**config.mk**
```make
export PLATFORM = sky130hd
export DESIGN_NAME = pdm_cic_decimator
export DESIGN_NICKNAME = d
export VERILOG_FILES = /design/src/rtl/supermic_pkg.sv /design/src/rtl/cic_channel.sv /design/src/rtl/pdm_cic_decimator.sv
export SDC_FILE = /design/constraint.sdc
export NUM_CORES = 1
export LEC_CHECK = 0
export BUFFER_PORTS_ARGS = -buffer_cell sky130_fd_sc_hd__buf_4
export CAP_MARGIN = 5
export CORE_MARGIN = 1
export CORE_UTILIZATION = 55
export CTS_BUF_LIST = sky130_fd_sc_hd__clkbuf_16
export DETAILED_ROUTE_END_ITERATION = 10
export PLACE_DENSITY_LB_ADDON = 0.25
export SKIP_LAST_GASP = 1
export SYNTH_ARGS = -nofsm -noshare
export SYNTH_HDL_FRONTEND = slang
export SYNTH_HIERARCHICAL = 1
export SYNTH_SLANG_ARGS = --single-unit
```
**constraint.sdc**
```tcl
create_clock -name clk -period 11.4 [get_ports clk]
set_clock_uncertainty 0.1 [all_clocks]
set_input_delay 0.57 -clock clk [delete_from_list [all_inputs] [get_ports clk]]
set_output_delay 0.57 -clock clk [all_outputs]
set_load 0.005 [all_outputs]
```
**src/rtl/supermic_pkg.sv**
```systemverilog
// rtl/supermic_pkg.sv - shared CIC/PCM widths, types and the PCM saturation helper
package supermic_pkg;

  localparam int PCM_W        = 19;
  localparam int CIC_ORDER    = 3;
  localparam int CIC_DEC_RATE = 64;
  localparam int CIC_ACC_W    = 20;

  typedef logic signed [PCM_W-1:0]     pcm_t;
  typedef logic signed [CIC_ACC_W-1:0] acc_t;

  localparam acc_t PCM_MAX = acc_t'((2 ** (PCM_W - 1)) - 1);
  localparam acc_t PCM_MIN = acc_t'(-(2 ** (PCM_W - 1)));

  function automatic pcm_t sat_pcm(input acc_t x);
    if (x > PCM_MAX) return pcm_t'(PCM_MAX[PCM_W-1:0]);
    if (x < PCM_MIN) return pcm_t'(PCM_MIN[PCM_W-1:0]);
    return pcm_t'(x[PCM_W-1:0]);
  endfunction

endpackage

```
**src/rtl/cic_channel.sv**
```systemverilog
// rtl/cic_channel.sv - one CIC channel: integrators, comb pipeline, saturated PCM result
module cic_channel
  import supermic_pkg::*;
(
  input  logic                    clk,
  input  logic                    rst,
  input  logic                    sample_en,
  input  logic                    sample_bit,
  input  logic                    dec_event,
  output logic signed [PCM_W-1:0] pcm_sat
);

  acc_t                 integ_q [CIC_ORDER];
  acc_t                 integ_d [CIC_ORDER];
  acc_t                 st_q    [CIC_ORDER-1];
  acc_t                 st_d    [CIC_ORDER-1];
  acc_t                 dly_q   [CIC_ORDER];
  acc_t                 dly_d   [CIC_ORDER];
  acc_t                 cap_q, cap_d;
  logic [CIC_ORDER-1:0] pipe_q, pipe_d;
  acc_t                 x;
  acc_t                 last_diff;

  always_comb begin
    x       = sample_bit ? acc_t'(1) : acc_t'(-1);
    integ_d = integ_q;
    if (sample_en) begin
      integ_d[0] = integ_q[0] + x;
      for (int i = 1; i < CIC_ORDER; i++) integ_d[i] = integ_q[i] + integ_q[i-1];
    end
    cap_d  = dec_event ? integ_q[CIC_ORDER-1] : cap_q;
    pipe_d = {pipe_q[CIC_ORDER-2:0], dec_event};
    // each comb stage advances only when the decimation event reaches it
    st_d  = st_q;
    dly_d = dly_q;
    if (pipe_q[0]) begin
      dly_d[0] = cap_q;
      st_d[0]  = cap_q - dly_q[0];
    end
    for (int j = 1; j < CIC_ORDER - 1; j++) begin
      if (pipe_q[j]) begin
        dly_d[j] = st_q[j-1];
        st_d[j]  = st_q[j-1] - dly_q[j];
      end
    end
    if (pipe_q[CIC_ORDER-1]) dly_d[CIC_ORDER-1] = st_q[CIC_ORDER-2];
    last_diff = st_q[CIC_ORDER-2] - dly_q[CIC_ORDER-1];
    pcm_sat   = sat_pcm(last_diff);
  end

  always_ff @(posedge clk or posedge rst) begin
    if (rst) begin
      for (int i = 0; i < CIC_ORDER; i++) begin
        integ_q[i] <= '0;
        dly_q[i]   <= '0;
      end
      for (int i = 0; i < CIC_ORDER - 1; i++) st_q[i] <= '0;
      cap_q  <= '0;
      pipe_q <= '0;
    end else begin
      integ_q <= integ_d;
      dly_q   <= dly_d;
      st_q    <= st_d;
      cap_q   <= cap_d;
      pipe_q  <= pipe_d;
    end
  end

endmodule

```
**src/rtl/pdm_cic_decimator.sv**
```systemverilog
// rtl/pdm_cic_decimator.sv - PDM clock gen, sampling strobes and CIC R=64 decimation to PCM
// Optional second channel on the falling-phase slot: PDM_STEREO_EN.
module pdm_cic_decimator
  import supermic_pkg::*;
#(
  parameter int CLK_DIV  = 32,
  parameter int DEC_RATE = 64
) (
  input  logic                    clk,
  input  logic                    rst,
  output logic                    pdm_clk,
  input  logic                    pdm_in,
  output logic signed [PCM_W-1:0] pcm_data,
  output logic signed [PCM_W-1:0] pcm_data_b,
  output logic                    pcm_valid
);

  localparam int DIV_W  = $clog2(CLK_DIV);
  localparam int DEC_W  = $clog2(DEC_RATE);
  localparam int WARM_W = $clog2(CIC_ORDER + 1);

  logic [DIV_W-1:0]     div_cnt_q, div_cnt_d;
  logic                 pdm_clk_q, pdm_clk_d;
  logic [DEC_W-1:0]     dec_cnt_q, dec_cnt_d;
  logic [WARM_W-1:0]    warm_cnt_q, warm_cnt_d;
  logic [CIC_ORDER-1:0] vld_pipe_q, vld_pipe_d;
  logic                 pcm_valid_q, pcm_valid_d;
  pcm_t                 pcm_data_q, pcm_data_d;
  pcm_t                 pcm_a;
  logic                 sample_a, dec_event, warm_done;

  always_comb begin
    sample_a   = (div_cnt_q == DIV_W'(CLK_DIV - 1));
    dec_event  = sample_a && (dec_cnt_q == DEC_W'(DEC_RATE - 1));
    warm_done  = (warm_cnt_q == WARM_W'(CIC_ORDER));
    div_cnt_d  = sample_a ? '0 : div_cnt_q + 1'b1;
    pdm_clk_d  = (div_cnt_q >= DIV_W'(CLK_DIV / 2));
    dec_cnt_d  = sample_a ? dec_cnt_q + 1'b1 : dec_cnt_q;
    warm_cnt_d = (dec_event && !warm_done) ? warm_cnt_q + 1'b1 : warm_cnt_q;
    // the first CIC_ORDER events only fill the comb delays, so they never reach the output
    vld_pipe_d  = {vld_pipe_q[CIC_ORDER-2:0], dec_event && warm_done};
    pcm_valid_d = vld_pipe_q[CIC_ORDER-1];
    pcm_data_d  = vld_pipe_q[CIC_ORDER-1] ? pcm_a : pcm_data_q;
  end

  always_ff @(posedge clk or posedge rst) begin
    if (rst) begin
      div_cnt_q   <= '0;
      pdm_clk_q   <= 1'b0;
      dec_cnt_q   <= '0;
      warm_cnt_q  <= '0;
      vld_pipe_q  <= '0;
      pcm_valid_q <= 1'b0;
      pcm_data_q  <= '0;
    end else begin
      div_cnt_q   <= div_cnt_d;
      pdm_clk_q   <= pdm_clk_d;
      dec_cnt_q   <= dec_cnt_d;
      warm_cnt_q  <= warm_cnt_d;
      vld_pipe_q  <= vld_pipe_d;
      pcm_valid_q <= pcm_valid_d;
      pcm_data_q  <= pcm_data_d;
    end
  end

  cic_channel u_chan_a (
    .clk        (clk),
    .rst        (rst),
    .sample_en  (sample_a),
    .sample_bit (pdm_in),
    .dec_event  (dec_event),
    .pcm_sat    (pcm_a)
  );

`ifdef PDM_STEREO_EN
  logic sample_b;
  pcm_t pcm_b;
  pcm_t pcm_data_b_q, pcm_data_b_d;

  always_comb begin
    sample_b     = (div_cnt_q == DIV_W'(CLK_DIV / 2 - 1));
    pcm_data_b_d = vld_pipe_q[CIC_ORDER-1] ? pcm_b : pcm_data_b_q;
  end

  always_ff @(posedge clk or posedge rst) begin
    if (rst) pcm_data_b_q <= '0;
    else     pcm_data_b_q <= pcm_data_b_d;
  end

  cic_channel u_chan_b (
    .clk        (clk),
    .rst        (rst),
    .sample_en  (sample_b),
    .sample_bit (pdm_in),
    .dec_event  (dec_event),
    .pcm_sat    (pcm_b)
  );

  assign pcm_data_b = pcm_data_b_q;
`else
  assign pcm_data_b = '0;
`endif

  assign pdm_clk   = pdm_clk_q;
  assign pcm_valid = pcm_valid_q;
  assign pcm_data  = pcm_data_q;

endmodule

```
# After elaboration in Yosys (flattened, before gate mapping)
# Index checks and enable logic that the tools add are counted.
[word_totals] mem_bits_ro=0 output_inout_bits=40 n_memories=0 mem_bits_rw=0 wordCells=45 latch_bits=0 in_bits=3 reg_bits=220
[classes] reduce_logical=4 bitwise=0 div=0 eq_ne=3 shifts=0 multipliers=0 order_cmp=3 muxes=9 addsub=9
[ops] cell="19-bit 2-to-1 mux" n=4
[ops] cell="20-bit adder" n=3
[ops] cell="20-bit subtractor" n=3
[ops] cell="20-bit by 19-bit > comparator with 1-bit output (second input constant)" n=1
[ops] cell="20-bit by 19-bit less-than comparator with 1-bit output (second input constant)" n=1
[ops] cell="20-bit 2-to-1 mux" n=1
[ops] cell="6-bit by 1-bit adder with 6-bit output (second input constant)" n=1
[ops] cell="6-bit equality test (second input constant)" n=1
[ops] cell="5-bit by 1-bit adder with 5-bit output (second input constant)" n=1
[ops] cell="5-bit equality test (second input constant)" n=1
[ops] cell="5-bit greater-or-equal comparator (second input constant)" n=1
[ops] cell="5-bit 2-to-1 mux" n=1
[ops] cell="1-bit logical AND" n=3
[ops] cell="1-bit 2-to-1 mux" n=3
[ops] cell="2-bit by 1-bit adder with 2-bit output (second input constant)" n=1
[ops] cell="2-bit equality test (second input constant)" n=1
[ops] cell="1-bit zero test" n=1

# Logic depth before layout (Yosys ltp)
# Gate-level depths: netlist of the first run.
[depth] word_depth=6 ltp_mapped=14 depth_no_buf=13

# Hierarchy
# The synthesis of the first run kept the hierarchy.
[by_module_without_submodules] mod="cic_channel" cells_per_inst=1299 area_per_inst_um2=12219.2 n_inst=1 seq_area_each_um2=4579.4
[by_module_without_submodules] mod="pdm_cic_decimator" cells_per_inst=114 area_per_inst_um2=1579.0 n_inst=1 seq_area_each_um2=925.9

# Worst setup path before layout of the first run
# Ideal clock, no wire load.
[synth_path] path_type="register to register" startpoint="register u_chan_a/st_q[0] (netlist bit)" endpoint="register pcm_data_q[16], in the netlist pcm_data[16]" arrival_ns=3.067 n_path_buf=0 setup_time_ns=0.125 setup_slack_ns=8.108 required_time_ns=11.175 period_less_slack_ns=3.292 stages_incl_launch_ff=14 path_cell_list="dfrtp_1 > inv_1 > ha_1 > inv_1 > fa_1 > a21o_1 > a311o_1 > a21bo_2 > o221ai_2 > a21oi_1 > or3_4 > and2_4 > maj3_2 > mux2_2"
[synth_between] elab_chain_len=6 word_cells_on_any_way=9 classes_between="add/sub: 1; order compare: 2; mux: 6"
[synth_rtl] element="from (decl)" line_no="cic_channel.sv:15" text="acc_t st_q [CIC_ORDER-1];"
[synth_rtl] element="from (signal assigned)" line_no="cic_channel.sv:63" text="st_q <= st_d;"
[synth_rtl] element="20-bit subtractor *" line_no="cic_channel.sv:47" text="last_diff = st_q[CIC_ORDER-2] - dly_q[CIC_ORDER-1];"
[synth_rtl] element="20-bit by 19-bit less-than comparator with 1-bit output" line_no="supermic_pkg.sv:17" text="if (x < PCM_MIN) return pcm_t'(PCM_MIN[PCM_W-1:0]);"
[synth_rtl] element="1-bit 2-to-1 mux (2 in series)" line_no="supermic_pkg.sv:17"
[synth_rtl] element="19-bit 2-to-1 mux" line_no="supermic_pkg.sv:18" text="return pcm_t'(x[PCM_W-1:0]);"
[synth_rtl] element="19-bit 2-to-1 mux *" line_no="supermic_pkg.sv:17"
[synth_rtl] element="named net pcm_a[16]" line_no="pdm_cic_decimator.sv:29" text="pcm_t pcm_a;"
[synth_rtl] element="to (signal assigned)" line_no="pdm_cic_decimator.sv:62" text="pcm_data_q <= pcm_data_d;"
[synth_rtl] element="to (decl)" line_no="pdm_cic_decimator.sv:28" text="pcm_t pcm_data_q, pcm_data_d;"
# Mark *: on every way through the listed nets, which the timed path passes. The rest lies on a longest branch. The select of a mux whose other input is x is not followed.
# A chain may end at the register's enable or synchronous reset.

# Final worst setup path of the first run
[layout_path] startpoint="register u_chan_a/st_q[0] (netlist bit)" endpoint="register pcm_data_q[15], in the netlist pcm_data[15]"
# The elaborated chain is that of the path after synthesis.

==> results of run 1 <==
## per-stage QoR
step	hold WS [ps]	setup WS, ps	instance area [µm²]
CTS	72.00	7587	14970
global placement	233.1	7673	14170
detailed placement	236.4	7602	14170
floorplan	231.2	5758	13870
finish	58.09	7627	14970
global route	105.7	7389	14970
## flip-flops by register name, indices dropped and copies added, names as in the netlist
| name | flops |
|---|---|
| u_chan_a/pipe_q | 3 |
| pcm_valid | 1 |
| u_chan_a/dly_q | 60 |
| div_cnt_q | 5 |
| dec_cnt_q | 6 |
| warm_cnt_q | 2 |
| pdm_clk | 1 |
| vld_pipe_q | 3 |
| u_chan_a/st_q | 40 |
| u_chan_a/cap_q | 20 |
| u_chan_a/integ_q | 60 |
| pcm_data | 19 |
## power breakdown
part	internal, mW	total (mW)	leakage [nW]	switching (mW)
logic	0.0436	0.109	3.81	0.0659
clock network	0.484	0.789	0.418	0.305
registers	0.786	0.792	2.98	0.00517
total	1.31	1.69	7.21	0.377
## logic make-up after synthesis
group | share of synthesized area [%]
flops | 39.90
xor+xnor | 6.411
mux | 9.004
buf+inv | 4.951
simple gates | 10.96
other cells | 0.02718
fa+ha+maj | 11.82
compound gates | 16.92
## layout by cell type, fill, tap and decap left out, types with 25 or more instances in the layout
master and n:
ha_1 118, clkbuf_16 25, nor2_1 66, buf_4 29
o21ai_0 106, xor2_1 36, a21o_1 37, xnor2_1 65
mux2_2 104, a21oi_1 110, inv_1 97, nand3_1 27
nand2_1 124, dfrtp_1 219
## per-layer routing
layer,track usage [%],vias up,part of all wire [%],wire length [µm]
met5,0,-,0,0
met3,2.040,37,2.0,505
li1,-,5005,-,-
met4,5.758,0,2.4,602
met1,24.86,4696,45,11380
met2,37.88,113,51,12810
## worst max-delay path: stages (launching register included)
cell and delay, ps:
dfrtp_1 390, inv_1 60, ha_1 160, inv_1 60
fa_1 400, a21o_1 200, a311o_1 370, a21bo_2 230
o221ai_2 160, a21oi_1 110, or3_4 400, a21oi_2 530
o21ai_0 210, mux2_2 290
## area by class of cell
cell class                      count  area, µm²
Fill cell                        2037       9490
Multi-Input combinational cell   1054       7682
Sequential cell                   220       5507
Clock buffer                       25      625.6
Tap cell                          324      405.4
Inverter                           94      357.8
Timing Repair Buffer               29      217.7
Clock inverter                     17      176.4
## synthesized netlist by cell type (4+ instances only)
library cell,number
nor2_1,67
and3_1,4
nand3b_1,4
fa_1,6
xor2_1,36
buf_4,20
and2_1,7
o21a_1,16
a211o_1,4
nand2_1,124
nor4_1,5
o31ai_1,10
dfrtp_1,220
a21oi_1,110
ha_1,119
o22ai_1,6
mux2_2,104
o21bai_1,7
xnor2_1,65
a31oi_1,11
or4_1,4
a211oi_1,12
a21o_1,37
inv_1,93
or3_1,9
nor3_1,19
clkbuf_1,35
nand3_1,27
nand4_1,15
nand2b_1,11
o21ai_0,106
a41oi_1,5
mux2i_1,6
o21ai_1,4
o211ai_1,10
nor2b_1,10
## worst paths after layout
check	slack [ps]	end	cells past startpoint
worst max-delay path	7630	pcm_data[15]	13
worst min-delay path	60	u_chan_a/dly_q[59]	2
worst max register to register	7630	pcm_data[15]	13
worst min register to register	250	vld_pipe_q[1]	0
max in group asynchronous	9770	u_chan_a/pipe_q[0]	3
min in group clk	250	vld_pipe_q[1]	0
==> results.py, run 1 <==
metrics = {
    "synth": {
        "synth_area_leader_cell": "dfrtp_1",
        "syn_area_mm2": 0.01380,
        "netlist_instances": 1413,
        "yosysTopAreaCellShare_pct": 39.90,
        "synthTopCellsByArea": "dfrtp_1 (40%), ha_1 (11%), mux2_2 (8.5%), xnor2_1 (4.1%), a21oi_1 (4.0%)",
        "syn_area_per_cell_um2": 9.765,
        "seq_area_frac_synth_pct": 39.90,
        "synth_edf_count": 0,
        "synth_ff_type": "dfrtp_1",
        "synthDistinctLibCells": 76,
        "yosys_warnings": 6,
        "async_flop_share_pct": 100.0,
        "ys_seq_elements": 220,
    },
    "power": {
        "ir_worst_vdd_mv": 0.09120,
        "power.total_mw": 1.691,
        "cellLeakagePower_nw": 7.211,
        "p_per_area_mw_per_mm2": 112.9,
    },
    "job": {
        "max-cap-violations": 0,
    },
    "worst_setup_path": {
        "cp_max_fo": 16,
        "critPathArrivalTime_ps": 4070,
        "end_kind": "register",
        "r2r-start": "u_chan_a/st_q[0]",
        "critical_path.startpoint": "u_chan_a/st_q[0]",
        "crit_type": "reg -> reg",
        "cp.required_ps": 11690,
        "cp-start-kind": "register",
    },
    "floorplan": {
        "io_pins": 43,
        "die_w_um": 160.4,
        "die_h_um": 160.4,
        "die-area_mm2": 0.02573,
        "core_mm2": 0.02446,
        "start_util_pct": 56.41,
        "row_count": 57,
    },
    "cells_and_area": {
        "antenna_cells": 0,
        "area_growth_pct": 8.506,
        "final_util_pct": 61.20,
        "fin_nets": 1551,
        "layout-drive-gt1-share_pct": 13.62,
        "finalNonFillerCells": 1763,
    },
    "sta": {
        "tns_ps": 0,
        "finalMaxSlewViolations": 0,
        "finalHoldViolCount": 0,
        "fmax_ghz": 0.2650,
        "fin_crit_ps": 3773,
        "min_period_over_period_pct": 33.10,
        "grt_setup_unrepaired": "no",
        "worst_pin_slew_ps": 1025,
        "setup_violations": 0,
        "relSlewSlack_pct": 31.65,
    },
    "place": {
        "gp_congestion": 0.8545,
        "dp_hpwl_mm": 18.19,
        "port_buffers": 23,
        "placedCellCount": 1721,
    },
    "route": {
        "drtIter0Drc": 524,
        "first_pass_iters": 5,
        "antenna_left": 0,
        "remaining_drc_errors": 0,
        "wl_per_cell_um": 14.35,
        "vias_per_cell": 5.588,
        "vias": 9851,
        "drt-total-wl_mm": 25.30,
    },
    "clocking": {
        "cts_buffer_depth": 3,
        "post_cts_buffers": 0,
        "path_clk_slew_ps": 60,
        "clock_sinks": 220,
        "cts_root_buffer": "clkbuf_16",
        "cts_tree": "built",
        "hold_buffers": 0,
        "cts_resized": 0,
        "clk_latency_ps": 510,
        "numCtsBuffers": 24,
        "h-tree-depth": 1,
    },
    "global_route": {
        "grtUsageTotal_pct": 20.37,
        "grt_overflow": 0,
        "first_global_vias": 9859,
        "antenna_found_initial": 0,
        "grt_max_degree": 72,
        "grt_pass1_wl_mm": 44.69,
    },
    "run_status": {
        "status": "finished clean",
    },
    "min_path": {
        "hp-class": "in -> async",
    },
}
No activity file was read; power rests on OpenSTA's default activity.
==> inputs of run 2 (changes only) <==
- clock period: 11.4 -> 3.03 ns (I/O delays scaled with it)
==> run 2 against run 1 <==
Compared with the run above:
- the flow now finishes with violations (negative setup slack)
- critical path depth is the same
- fmax grew 15%
- register-to-register slack worse by 7900 ps
- sequential power rose to 3.8 times the previous value
- cell area rose by 3.2%
- die area did not move
- total power rose to 3.7 times the previous value
- combinational power rose to 4.0 times the previous value
- final cell count rose by 3.1%
- worst setup slack worse by 7900 ps
- critical path type unchanged
- largest cell class unchanged
- highest routed layer unchanged
==> results.py, run 2 (same netlist as run 1, synthesis figures left out) <==
metrics = {
    "run_status": {
        "status": "complete, but fails checks",
        "violations": "negative setup slack",
    },
    "power": {
        "ir_worst_vdd_mv": 0.3832,
        "p_per_area_mw_per_mm2": 406.8,
        "power.switching_mw": 1.476,
        "clkPwrFrac_pct": 45.7,
        "power_frac_comb_pct": 6.9,
        "seq_power_share_pct": 47.4,
        "netSwitchingFraction_pct": 23.49,
        "cellLeakagePower_nw": 7.447,
        "p_int_mw": 4.808,
    },
    "global_route": {
        "first_global_vias": 10377,
        "grt_max_degree": 103,
        "antenna_found_initial": 0,
        "grt_pass1_wl_mm": 46.60,
        "grt_overflow": 0,
        "grtUsageTotal_pct": 21.37,
    },
    "worst_setup_path": {
        "ff2ff_setup_slack_ps": -250,
        "slowest_delay_ps": 370,
        "cp.required_ps": 3340,
        "critPathSlowestCell": "dfrtp_1",
        "cp_max_fo": 3,
        "end_kind": "register",
        "critPathArrivalTime_ps": 3590,
        "path_cells": "inv_1, ha_2, inv_2, fa_2, a21o_1, a311o_1, a21bo_2, o221ai_4, a21oi_2, or3_4, and2_4, maj3_2, mux2_4",
        "cp-start-kind": "register",
        "crit_type": "reg -> reg",
    },
    "floorplan": {
        "core_mm2": 0.02446,
        "io_pins": 43,
        "row_count": 57,
        "start_util_pct": 56.41,
        "die_w_um": 160.4,
        "die-area_mm2": 0.02573,
        "die_h_um": 160.4,
    },
    "route": {
        "drtIter0Drc": 548,
        "drt-total-wl_mm": 26.38,
        "antenna_left": 0,
        "wl_per_cell_um": 14.52,
        "vias": 10188,
        "remaining_drc_errors": 0,
        "first_pass_iters": 5,
        "vias_per_cell": 5.607,
    },
    "min_path": {
        "hp-class": "in -> async",
    },
    "cells_and_area": {
        "final_cell_mix": "dfrtp_1 (219), nand2_1 (124), ha_1 (117)",
        "n_fill_cell": 1970,
        "layout-drive-gt1-share_pct": 17.21,
        "antenna_cells": 0,
        "final_common_cell": "dfrtp_1",
        "multi_input_area_mm2": 0.007747,
        "fin_nets": 1602,
        "seqCellArea_mm2": 0.005507,
        "top_regs": "u_chan_a/dly_q (60), u_chan_a/integ_q (60), u_chan_a/st_q (40)",
        "finalNonFillerCells": 1817,
        "area_growth_pct": 11.95,
    },
    "clocking": {
        "cts_buffer_depth": 3,
        "numCtsBuffers": 25,
        "h-tree-depth": 1,
        "clk_latency_ps": 520,
        "path_clk_slew_ps": 60,
        "cts_root_buffer": "clkbuf_16",
        "cts_tree": "built",
        "clock_sinks": 220,
    },
    "sta": {
        "setup_violations": 18,
        "fin_crit_ps": 3276,
        "min_period_over_period_pct": 108.1,
        "relSlewSlack_pct": 41.94,
        "worst_pin_slew_ps": 870.9,
        "grt_setup_unrepaired": "yes",
        "setup_ws_ps": -246.1,
        "fmax_ghz": 0.3052,
        "finalHoldViolCount": 0,
        "finalMaxSlewViolations": 0,
    },
    "place": {
        "port_buffers": 23,
        "placedCellCount": 1762,
        "dp_hpwl_mm": 18.90,
        "gp_congestion": 0.8795,
        "place_ws_ps": -278.8,
    },
    "job": {
        "max-cap-violations": 0,
    },
}
[run 2: power groups by stage]
stage          Combinational [mW]  Sequential, mW  Clock, mW
2_1_floorplan               0.355            3.03          0
3_3_place_gp                0.419            3.03          0
3_5_place_dp                0.430            3.03          0
4_1_cts                     0.435            2.98       2.95
5_1_grt                     0.493            2.98       3.09
6_report                    0.434            2.98       2.87
[run 2: per-stage QoR]
step	TNS [ps]	area [µm²]	hold WS (ps)	utilization [%]	power, mW
floorplan	-1956	13880	231.2	-	3.381
global placement	-3425	14530	146.5	59.41	3.449
detailed placement	-4123	14530	142.3	59.41	3.461
CTS	-3079	15370	142.5	62.83	6.363
global route	-5572	15450	190.1	63.15	6.560
finish	-3362	15450	152.7	63.15	6.284
[run 2: worst paths after layout]
check                      depth (start not counted)            endpoint             start
max                                               13         pcm_data[4]  u_chan_a/st_q[0]
min                                                3  u_chan_a/dly_q[39]               rst
max reg2reg                                       13         pcm_data[4]  u_chan_a/st_q[0]
min reg2reg                                        0       vld_pipe_q[1]     vld_pipe_q[0]
max in group asynchronous                          4  u_chan_a/dly_q[41]               rst
min in group clk                                   0       vld_pipe_q[1]     vld_pipe_q[0]
[run 2: what timing repair did]
action | in CTS | in global routing
setup buffers | 3 | 4
pin swaps | 2 | 3
setup endpoints to repair | 18 | 26
hold buffers | 2 | 0
hold endpoints to repair | 39 | 0
gates cloned | 0 | 0
resized for setup | 3 | 11
[run 2: area by class of cell]
class / instances / area share, %
Tap cell: 324 / 2.624
Sequential cell: 220 / 35.65
Multi-Input combinational cell: 1054 / 50.15
Clock buffer: 25 / 4.050
Clock inverter: 21 / 0.9963
Timing Repair Buffer: 79 / 4.196
Inverter: 94 / 2.333
[run 2: per-layer routing]
| layer | wire length (µm) | GRT usage [%] |
|---|---|---|
| met1 | 11530 | 25.61 |
| met4 | 807 | 7.489 |
| met3 | 713 | 2.634 |
| met2 | 13320 | 39.26 |
| met5 | 0 | 0 |
[run 2: critical path, delay by kind of cell (launching register included)]
family	cells	cell delay (ps)
AOI/OAI and AO/OA	5	980
adders and majority gates	3	810
and+or+nand+nor	2	550
DFF	1	370
muxes	1	250
buffers and inverters	2	100
==> inputs of run 3 (changes only) <==
- CORE_UTILIZATION: 55 -> 45
==> run 3 against run 2 <==
Compared with the run above:
- the run still ends with negative setup slack left
- first-iteration DRC count decreased by 26%
- die area increased by 22%
- core utilization decreased by 11 points
- count of clock-buffer cells in the layout increased by 2
- worst setup slack improved by 38 ps
- flip-flop and latch count unchanged
- critical path type unchanged
- largest cell class unchanged
- largest power group is now the clock network
==> results.py, run 3 (same netlist as run 1, synthesis figures left out) <==
metrics = {
    "run_status": {
        "status": "complete, but fails checks",
        "violations": "negative setup slack",
    },
    "worst_setup_path": {
        "worstPathBufferInverterCount": 2,
        "cp.required_ps": 3330,
        "crit_type": "reg -> reg",
        "end_kind": "register",
        "critPathSlowestCell": "dfrtp_1",
        "critPathArrivalTime_ps": 3540,
        "cpLargestDelayFamily": "compound AO/OA/AOI/OAI gates",
        "cp_max_fo": 3,
        "path_cells": "inv_1, ha_2, inv_2, fa_2, a21o_1, a311o_1, a21bo_2, o221ai_4, a21oi_2, or3_4, and2_4, maj3_2, mux2_4",
        "worstRegToRegCells": 13,
        "r2r-start": "u_chan_a/st_q[0]",
        "ff2ff_setup_slack_ps": -210,
        "slowest_delay_ps": 370,
        "cp-start-kind": "register",
        "critical_path.startpoint": "u_chan_a/st_q[0]",
        "r2r-end": "pcm_data[16]",
    },
    "route": {
        "remaining_drc_errors": 0,
        "drt-total-wl_mm": 25.88,
        "drtIter0Drc": 403,
        "wl_per_cell_um": 13.69,
        "antenna_left": 0,
        "vias": 10095,
        "vias_per_cell": 5.341,
        "first_pass_iters": 4,
    },
    "power": {
        "ir_worst_vdd_mv": 0.4238,
        "cellLeakagePower_nw": 7.492,
        "p_per_area_mw_per_mm2": 410.1,
    },
    "place": {
        "gp_congestion": 0.8474,
        "placedCellCount": 1833,
        "dp_hpwl_mm": 19.17,
        "port_buffers": 23,
    },
    "global_route": {
        "grtUsageTotal_pct": 17.13,
        "grt_overflow": 0,
        "grt_max_degree": 119,
        "antenna_found_initial": 0,
        "grt_pass1_wl_mm": 45.35,
        "first_global_vias": 9996,
    },
    "sta": {
        "relSlewSlack_pct": 38.71,
        "finalMaxSlewViolations": 0,
        "min_period_over_period_pct": 106.9,
        "setup_ws_ps": -208.4,
        "tns_ps": -2826,
        "finalHoldViolCount": 0,
        "whs_ps": 192.8,
        "grt_setup_unrepaired": "yes",
        "fin_crit_ps": 3238,
        "setup_violations": 18,
        "worst_pin_slew_ps": 919.3,
        "fmax_ghz": 0.3088,
    },
    "floorplan": {
        "die_w_um": 177.1,
        "start_util_pct": 46.19,
        "io_pins": 43,
        "core_mm2": 0.02987,
        "row_count": 63,
        "die-area_mm2": 0.03137,
        "die_h_um": 177.1,
    },
    "cells_and_area": {
        "area_growth_pct": 13.32,
        "layout-drive-gt1-share_pct": 17.73,
        "final_common_cell": "dfrtp_1",
        "finalNonFillerCells": 1890,
        "final_util_pct": 52.34,
        "final_cell_mix": "dfrtp_1 (219), nand2_1 (124), ha_1 (116)",
        "top_regs": "u_chan_a/dly_q (60), u_chan_a/integ_q (60), u_chan_a/st_q (40)",
        "antenna_cells": 0,
        "fin_nets": 1608,
    },
    "job": {
        "max-cap-violations": 0,
    },
    "clocking": {
        "numCtsBuffers": 26,
        "cts_root_buffer": "clkbuf_16",
        "clock_sinks": 220,
        "clk_latency_ps": 520,
        "cts_buffer_depth": 3,
        "h-tree-depth": 1,
        "path_clk_slew_ps": 60,
        "cts_tree": "built",
    },
    "min_path": {
        "hp-class": "in -> async",
    },
}
## run 3: power by group
group          total [mW]  internal (mW)  switching (mW)
sequential           2.98           2.96          0.0190
clock                3.00           1.78            1.21
combinational       0.437          0.180           0.257
## run 3: through the flow
stage               total power, mW  setup WS [ps]  cell area, µm²
floorplan                     3.381         -150.3           13880
global placement              3.452         -267.6           14650
detailed placement            3.462         -340.8           14650
CTS                           6.513         -220.3           15550
global route                  6.683         -363.9           15640
finish                        6.412         -208.4           15640
## run 3: layout make-up
cell class,instances,area (µm²)
Timing Repair Buffer,84,685.7
Multi-Input combinational cell,1054,7766
Sequential cell,220,5507
Tap cell,390,488.0
Fill cell,2721,14240
Clock inverter,21,157.7
Clock buffer,27,675.6
Inverter,94,356.6
## run 3: worst register-to-register path, cell delays in order, from the launching register on
cell and delay [ps]:
dfrtp_1 370, inv_1 60, ha_2 180, inv_2 40, fa_2 330, a21o_1 200, a311o_1 290, a21bo_2 230
o221ai_4 160, a21oi_2 90, or3_4 370, and2_4 180, maj3_2 280, mux2_4 260
## run 3: worst max-delay path by stage
stage / endpoint / slack [ps] / depth (start not counted)
after floorplan: pcm_data[16] / -150 / 13
after global placement: pcm_data[10] / -270 / 14
after detailed placement: pcm_data[12] / -340 / 14
final: pcm_data[16] / -210 / 13
after CTS: pcm_data[12] / -220 / 14
after global routing: pcm_data[12] / -360 / 14
## run 3: metal layers
layer | vias up | GRT usage (%) | part of all wire (%)
met3 | 36 | 2.191 | 2.6
met5 | - | 0 | 0
met1 | 4801 | 20.93 | 45
met2 | 100 | 31.33 | 50
li1 | 5158 | - | -
met4 | 0 | 4.741 | 2.0
## run 3: what timing repair did
item                                    in CTS  in global routing
cloned                                       0                  0
resized for setup                            7                 11
setup buffers                                2                  5
pin swaps                                    6                  1
endpoints found under the setup margin      19                 26
hold buffers                                 2                  0
hold endpoints to repair                   200                  0
